$ cat src/rtl/stopwatch_counter.sv
// MM:SS stopwatch core: synchronises the divider's 1 Hz / 2 Hz square waves,
// turns their rising edges into ticks and keeps a BCD count with pause/adjust.
module stopwatch_counter #(
  parameter int unsigned SYNC_STAGES = 2
) (
  input  logic       clk_100MHz,
  input  logic       rst_n,
  input  logic       clk_1Hz,
  input  logic       clk_2Hz,
  input  logic       pause_pulse,
  input  logic       adj,
  input  logic       sel,
  output logic [2:0] min_tens,
  output logic [3:0] min_ones,
  output logic [2:0] sec_tens,
  output logic [3:0] sec_ones,
  output logic       running
);

  localparam int unsigned TENS_W = 3;
  localparam int unsigned ONES_W = 4;
  localparam int unsigned SYNC_MSB = SYNC_STAGES - 1;

  logic [SYNC_STAGES-1:0] s1_sync_q, s1_sync_d;
  logic [SYNC_STAGES-1:0] s2_sync_q, s2_sync_d;
  logic                   s1_prev_q, s1_prev_d;
  logic                   s2_prev_q, s2_prev_d;
  logic                   running_q, running_d;
  logic [TENS_W-1:0]      min_tens_q, min_tens_d, sec_tens_q, sec_tens_d;
  logic [ONES_W-1:0]      min_ones_q, min_ones_d, sec_ones_q, sec_ones_d;

  logic tick_1_c, tick_2_c;
  logic count_c, adj_sec_c, adj_min_c;
  logic sec_roll_c, inc_sec_c, inc_min_c;

  // Synchronisers and rising-edge detectors
  always_comb begin
    s1_sync_d = {s1_sync_q[SYNC_STAGES-2:0], clk_1Hz};
    s2_sync_d = {s2_sync_q[SYNC_STAGES-2:0], clk_2Hz};
    s1_prev_d = s1_sync_q[SYNC_MSB];
    s2_prev_d = s2_sync_q[SYNC_MSB];
    tick_1_c  = s1_sync_q[SYNC_MSB] & ~s1_prev_q;
    tick_2_c  = s2_sync_q[SYNC_MSB] & ~s2_prev_q;
  end

  // Increment qualification: each tick is only consumed by its own mode
  always_comb begin
    count_c    = ~adj & tick_1_c & running_q;
    adj_sec_c  = adj & tick_2_c & sel;
    adj_min_c  = adj & tick_2_c & ~sel;
    sec_roll_c = (sec_ones_q == ONES_W'(9)) && (sec_tens_q == TENS_W'(5));
    inc_sec_c  = count_c | adj_sec_c;
    inc_min_c  = (count_c & sec_roll_c) | adj_min_c;
    running_d  = running_q ^ pause_pulse;
  end

  // BCD next-state for both fields; each field wraps 59 -> 00 on its own
  always_comb begin
    sec_ones_d = sec_ones_q;
    sec_tens_d = sec_tens_q;
    min_ones_d = min_ones_q;
    min_tens_d = min_tens_q;
    if (inc_sec_c) begin
      if (sec_ones_q == ONES_W'(9)) begin
        sec_ones_d = '0;
        sec_tens_d = (sec_tens_q == TENS_W'(5)) ? '0 : sec_tens_q + TENS_W'(1);
      end else begin
        sec_ones_d = sec_ones_q + ONES_W'(1);
      end
    end
    if (inc_min_c) begin
      if (min_ones_q == ONES_W'(9)) begin
        min_ones_d = '0;
        min_tens_d = (min_tens_q == TENS_W'(5)) ? '0 : min_tens_q + TENS_W'(1);
      end else begin
        min_ones_d = min_ones_q + ONES_W'(1);
      end
    end
  end

  // Sync flops reset high so an input already high at release gives no tick
  always_ff @(posedge clk_100MHz) begin
    if (!rst_n) begin
      s1_sync_q  <= '1;
      s2_sync_q  <= '1;
      s1_prev_q  <= 1'b1;
      s2_prev_q  <= 1'b1;
      running_q  <= 1'b1;
      min_tens_q <= '0;
      min_ones_q <= '0;
      sec_tens_q <= '0;
      sec_ones_q <= '0;
    end else begin
      s1_sync_q  <= s1_sync_d;
      s2_sync_q  <= s2_sync_d;
      s1_prev_q  <= s1_prev_d;
      s2_prev_q  <= s2_prev_d;
      running_q  <= running_d;
      min_tens_q <= min_tens_d;
      min_ones_q <= min_ones_d;
      sec_tens_q <= sec_tens_d;
      sec_ones_q <= sec_ones_d;
    end
  end

  assign min_tens = min_tens_q;
  assign min_ones = min_ones_q;
  assign sec_tens = sec_tens_q;
  assign sec_ones = sec_ones_q;
  assign running  = running_q;

endmodule

$ cat config.mk
export PLATFORM = sky130hd
export DESIGN_NAME = stopwatch_counter
export DESIGN_NICKNAME = d
export VERILOG_FILES = /design/src/rtl/stopwatch_counter.sv
export SDC_FILE = /design/constraint.sdc
export NUM_CORES = 1
export LEC_CHECK = 0
export BUFFER_PORTS_ARGS = -buffer_cell sky130_fd_sc_hd__buf_2
export CAP_MARGIN = 10
export CORE_MARGIN = 2
export CORE_UTILIZATION = 54
export DETAILED_ROUTE_END_ITERATION = 16
export GPL_TIMING_DRIVEN = 0
export PLACE_DENSITY = 0.8
export SLEW_MARGIN = 10
export SYNTH_ARGS = -nofsm -noshare
export SYNTH_HDL_FRONTEND = slang
export SYNTH_SLANG_ARGS = --single-unit
$ cat constraint.sdc
create_clock -name clk_100MHz -period 4.91 [get_ports clk_100MHz]
set_input_delay 1.2275 -clock clk_100MHz [delete_from_list [all_inputs] [get_ports clk_100MHz]]
set_output_delay 1.2275 -clock clk_100MHz [all_outputs]
set_load 0.01 [all_outputs]
==> summary.txt <==
Timing
  • Final worst-path cycle share: about 47%
  • TNS Setup: 0 ns
  • Hold slack: 0.419 ns
  • Final-report hold violation count: 0
  • Fmax: 0.435 GHz
  • Worst clock skew: 0.00276 ns
  • Final Max Slew Viols: 0
  • Unrepaired setup endpoints after global routing: no
  • Min Tclk post-route: 2.30 ns
  • Least-Margin Pin Slew: between 0.4 and 0.5 ns
  • Slew headroom: a little over two thirds
  • Final setup viols: 0

GRT
  • Top Usage Layer GRT: met2
  • Congestion Overflow GR: 0
  • Global-route wire length before repair: 2.53 mm
  • GRT met1 Usage: 22.3%
  • Total global routing track utilization: between 10% and 20%
  • Largest net degree at the start of global routing: 12
  • Initial antenna violation count: 0
  • GR Layer Usage met2: 26.5%
  • Vias in the first global route: 604
  • GR met3 Demand/Resource: 4.76%

Synthesis
  • Mean Syn Cell Area: approximately 9.4 sq um
  • Count leader, synth: dfxtp_1
  • Synth Net Count: about 110
  • Top post-synthesis cells by area: dfxtp_1 45%, nand2b_1 4.7%, mux2i_1 4.3%, a21oi_1 3.8%, o21ai_0 3.2%
  • Cell variety after synth: 36
  • Top-area cell type share of the netlist area: 45.3%
  • Top FF cell, synth: dfxtp_1
  • Post-Syn Area: 927 sq um
  • Leading area contributor after synthesis: dfxtp_1
  • Post-synthesis sequential area ratio: 45.3%
  • Synth cell count leaders: 21 x dfxtp_1, 8 x nand2_1, 7 x a21oi_1, 7 x nand2b_1
  • Syn. warnings: 0
  • FFs w/ async S/R, synth: 0%
  • Post-synth EDFFs: 0
  • Cells after synthesis: 99
  • Number of synthesized register bits: 21

Floorplan
  • FP Rows: 14
  • Initial core utilization: between 50 and 60%
  • Chip height: 45.4 um
  • Core footprint: 1560 sq um
  • IO Pins: 22
  • Die ar.: 2060 sq um
  • Die X-Extent: 45.4 um

Setup path
  • Critical path class: input port to flip-flop
  • Worst EP arrival: 2.53 ns
  • Worst-path fanout max: 6
  • Data required, critical path: 5.15 ns
  • Setup crit start kind: input port
  • CP max-delay cell: or4_1
  • Setup crit end kind: flip-flop
  • Crit path max-delay family: simple AND/OR/NAND/NOR gates
  • Worst path max stage delay: between 0.4 and 0.5 ns
  • Critical-path cell list: buf_2 > and4bb_2 > a41oi_2 > or4_1 > a31oi_1
  • Worst Path Buf+Inv: 1

Flow run
  • Maxcap violations: 0

Final layout
  • Post-Layout Cell Count: 140
  • Share of cells above drive strength 1: 24.2%
  • # diodes: 0
  • Util after Layout: between 60% and 70%
  • Synthesis-to-finish area growth: 16.3%
  • Nets@finish: 132

Power and ir drop
  • Maximum VDD drop: 0.000158 V
  • LEAKAGE: about 0.46 nW
  • Pwr dens: roughly 250 nW/um^2

CTS
  • Clk_lat worst skew: 0.30 ns
  • CTS tree: yes
  • Root buffer cell: clkbuf_4
  • Clock slew at reported path FFs: 0.11 ns
  • CTS Buf Count: 3
  • Clock Tree Buf Depth: 2
  • CTS sink cnt: 21
  • Post-CTS setup buffers: 0
  • Post_cts resized: 0
  • Cts hold-fix bufs: 0
  • H-tree depth: 1

Placement
  • Port Buffer Count: 21
  • Final HPWL DP: 1.22 mm
  • Placed Instances: 136
  • Gpl congestion: 0.753

Run status
  • Outcome: completed

Routing
  • Drt total wl: 1.66 mm
  • Post-DRT Antenna Nets: 0
  • Vias per std cell: 5.66
  • Wire per inst: 11.9 um
  • Vias: 793
  • DR iter-0 viols: 20
  • Router iterations before antenna repair: 4
  • DRC Markers: 0

Worst hold path
  • Worst hold path class: flip-flop to flip-flop
cells by family (layout without fill, tap and decap cells):
family | count (synthesis) | in the layout | synth area share, %
and+or+nand+nor | 44 | 44 | 29.8
AOI/OAI and AO/OA | 21 | 21 | 14.8
DFF | 21 | 21 | 45.3
buffers and inverters | 7 | 32 | 3.78
muxes | 4 | 4 | 4.32
xor gates and xnor gates | 2 | 2 | 1.89
path summary, 6_finish.rpt:
kind	start	end	slack, ns	cells past startpoint
min	s1_sync_q[0]$_SDFF_PN1_	s1_sync_q[1]$_SDFF_PN1_	0.42	1
max	adj	min_ones[3]$_SDFFE_PN0P_	2.61	5
max reg2reg	sec_ones[3]$_SDFFE_PN0P_	min_ones[3]$_SDFFE_PN0P_	3.28	4
min reg2reg	s1_sync_q[0]$_SDFF_PN1_	s1_sync_q[1]$_SDFF_PN1_	0.42	1
flip-flops by register name, summed over array words and instances, names as in the netlist:
| name | flops |
|---|---|
| s2_sync_q | 2 |
| s1_sync_q | 2 |
| sec_tens | 3 |
| sec_ones | 4 |
| min_ones | 4 |
| running | 1 |
| min_tens | 3 |
| s2_prev_q | 1 |
| s1_prev_q | 1 |
routing by layer:
layer / vias up / routed length [um]
li1: 407 / -
met1: 368 / 802
met2: 16 / 788
met3: 2 / 59
met4: 0 / 13
met5: - / 0
worst register-to-register path, delay by kind of cell, from the launching register on:
family,cells,cell delay [ns]
compound gates,2,0.35
flops,1,0.44
simple gates,2,0.78
cell type report:
class / count / area [sq um]
fill: 123 / 480
clock buffer: 4 / 26.3
multi-input combinational: 71 / 472
tap: 16 / 20.0
timing repair buffer: 21 / 105
sequential: 21 / 420
buffer: 2 / 16.3
inverter: 5 / 18.8
per-stage QoR:
step | cell area [sq um] | total power, mW | setup slack [ns]
after CTS | 1080 | 0.275 | 2.62
after detailed placement | 1050 | 0.194 | 2.30
final | 1080 | 0.272 | 2.61
after global placement | 1050 | 0.193 | 2.33
after global routing | 1080 | 0.284 | 2.53
after floorplan | 927 | 0.187 | 2.51
power breakdown:
group	switching, mW	total [mW]	internal [mW]
clock network	0.0510	0.0827	0.0317
logic	0.00758	0.0143	0.00670
registers	0.00183	0.175	0.173
total	0.0604	0.272	0.212
cell usage in the layout, fill, tap and decap left out, types with 2 or more instances in the layout:
| cell type | count |
|---|---|
| nand2_1 | 8 |
| nand4_1 | 3 |
| nand2b_1 | 7 |
| o21ai_0 | 6 |
| a21oi_1 | 7 |
| nor3_1 | 2 |
| nand3_1 | 2 |
| clkbuf_4 | 3 |
| clkbuf_1 | 2 |
| or4_1 | 2 |
| nor3b_1 | 2 |
| buf_2 | 21 |
| or3_1 | 2 |
| inv_1 | 5 |
| mux2i_1 | 4 |
| dfxtp_1 | 21 |
| nor2_1 | 6 |
No activity file was read; power rests on OpenSTA's default activity.
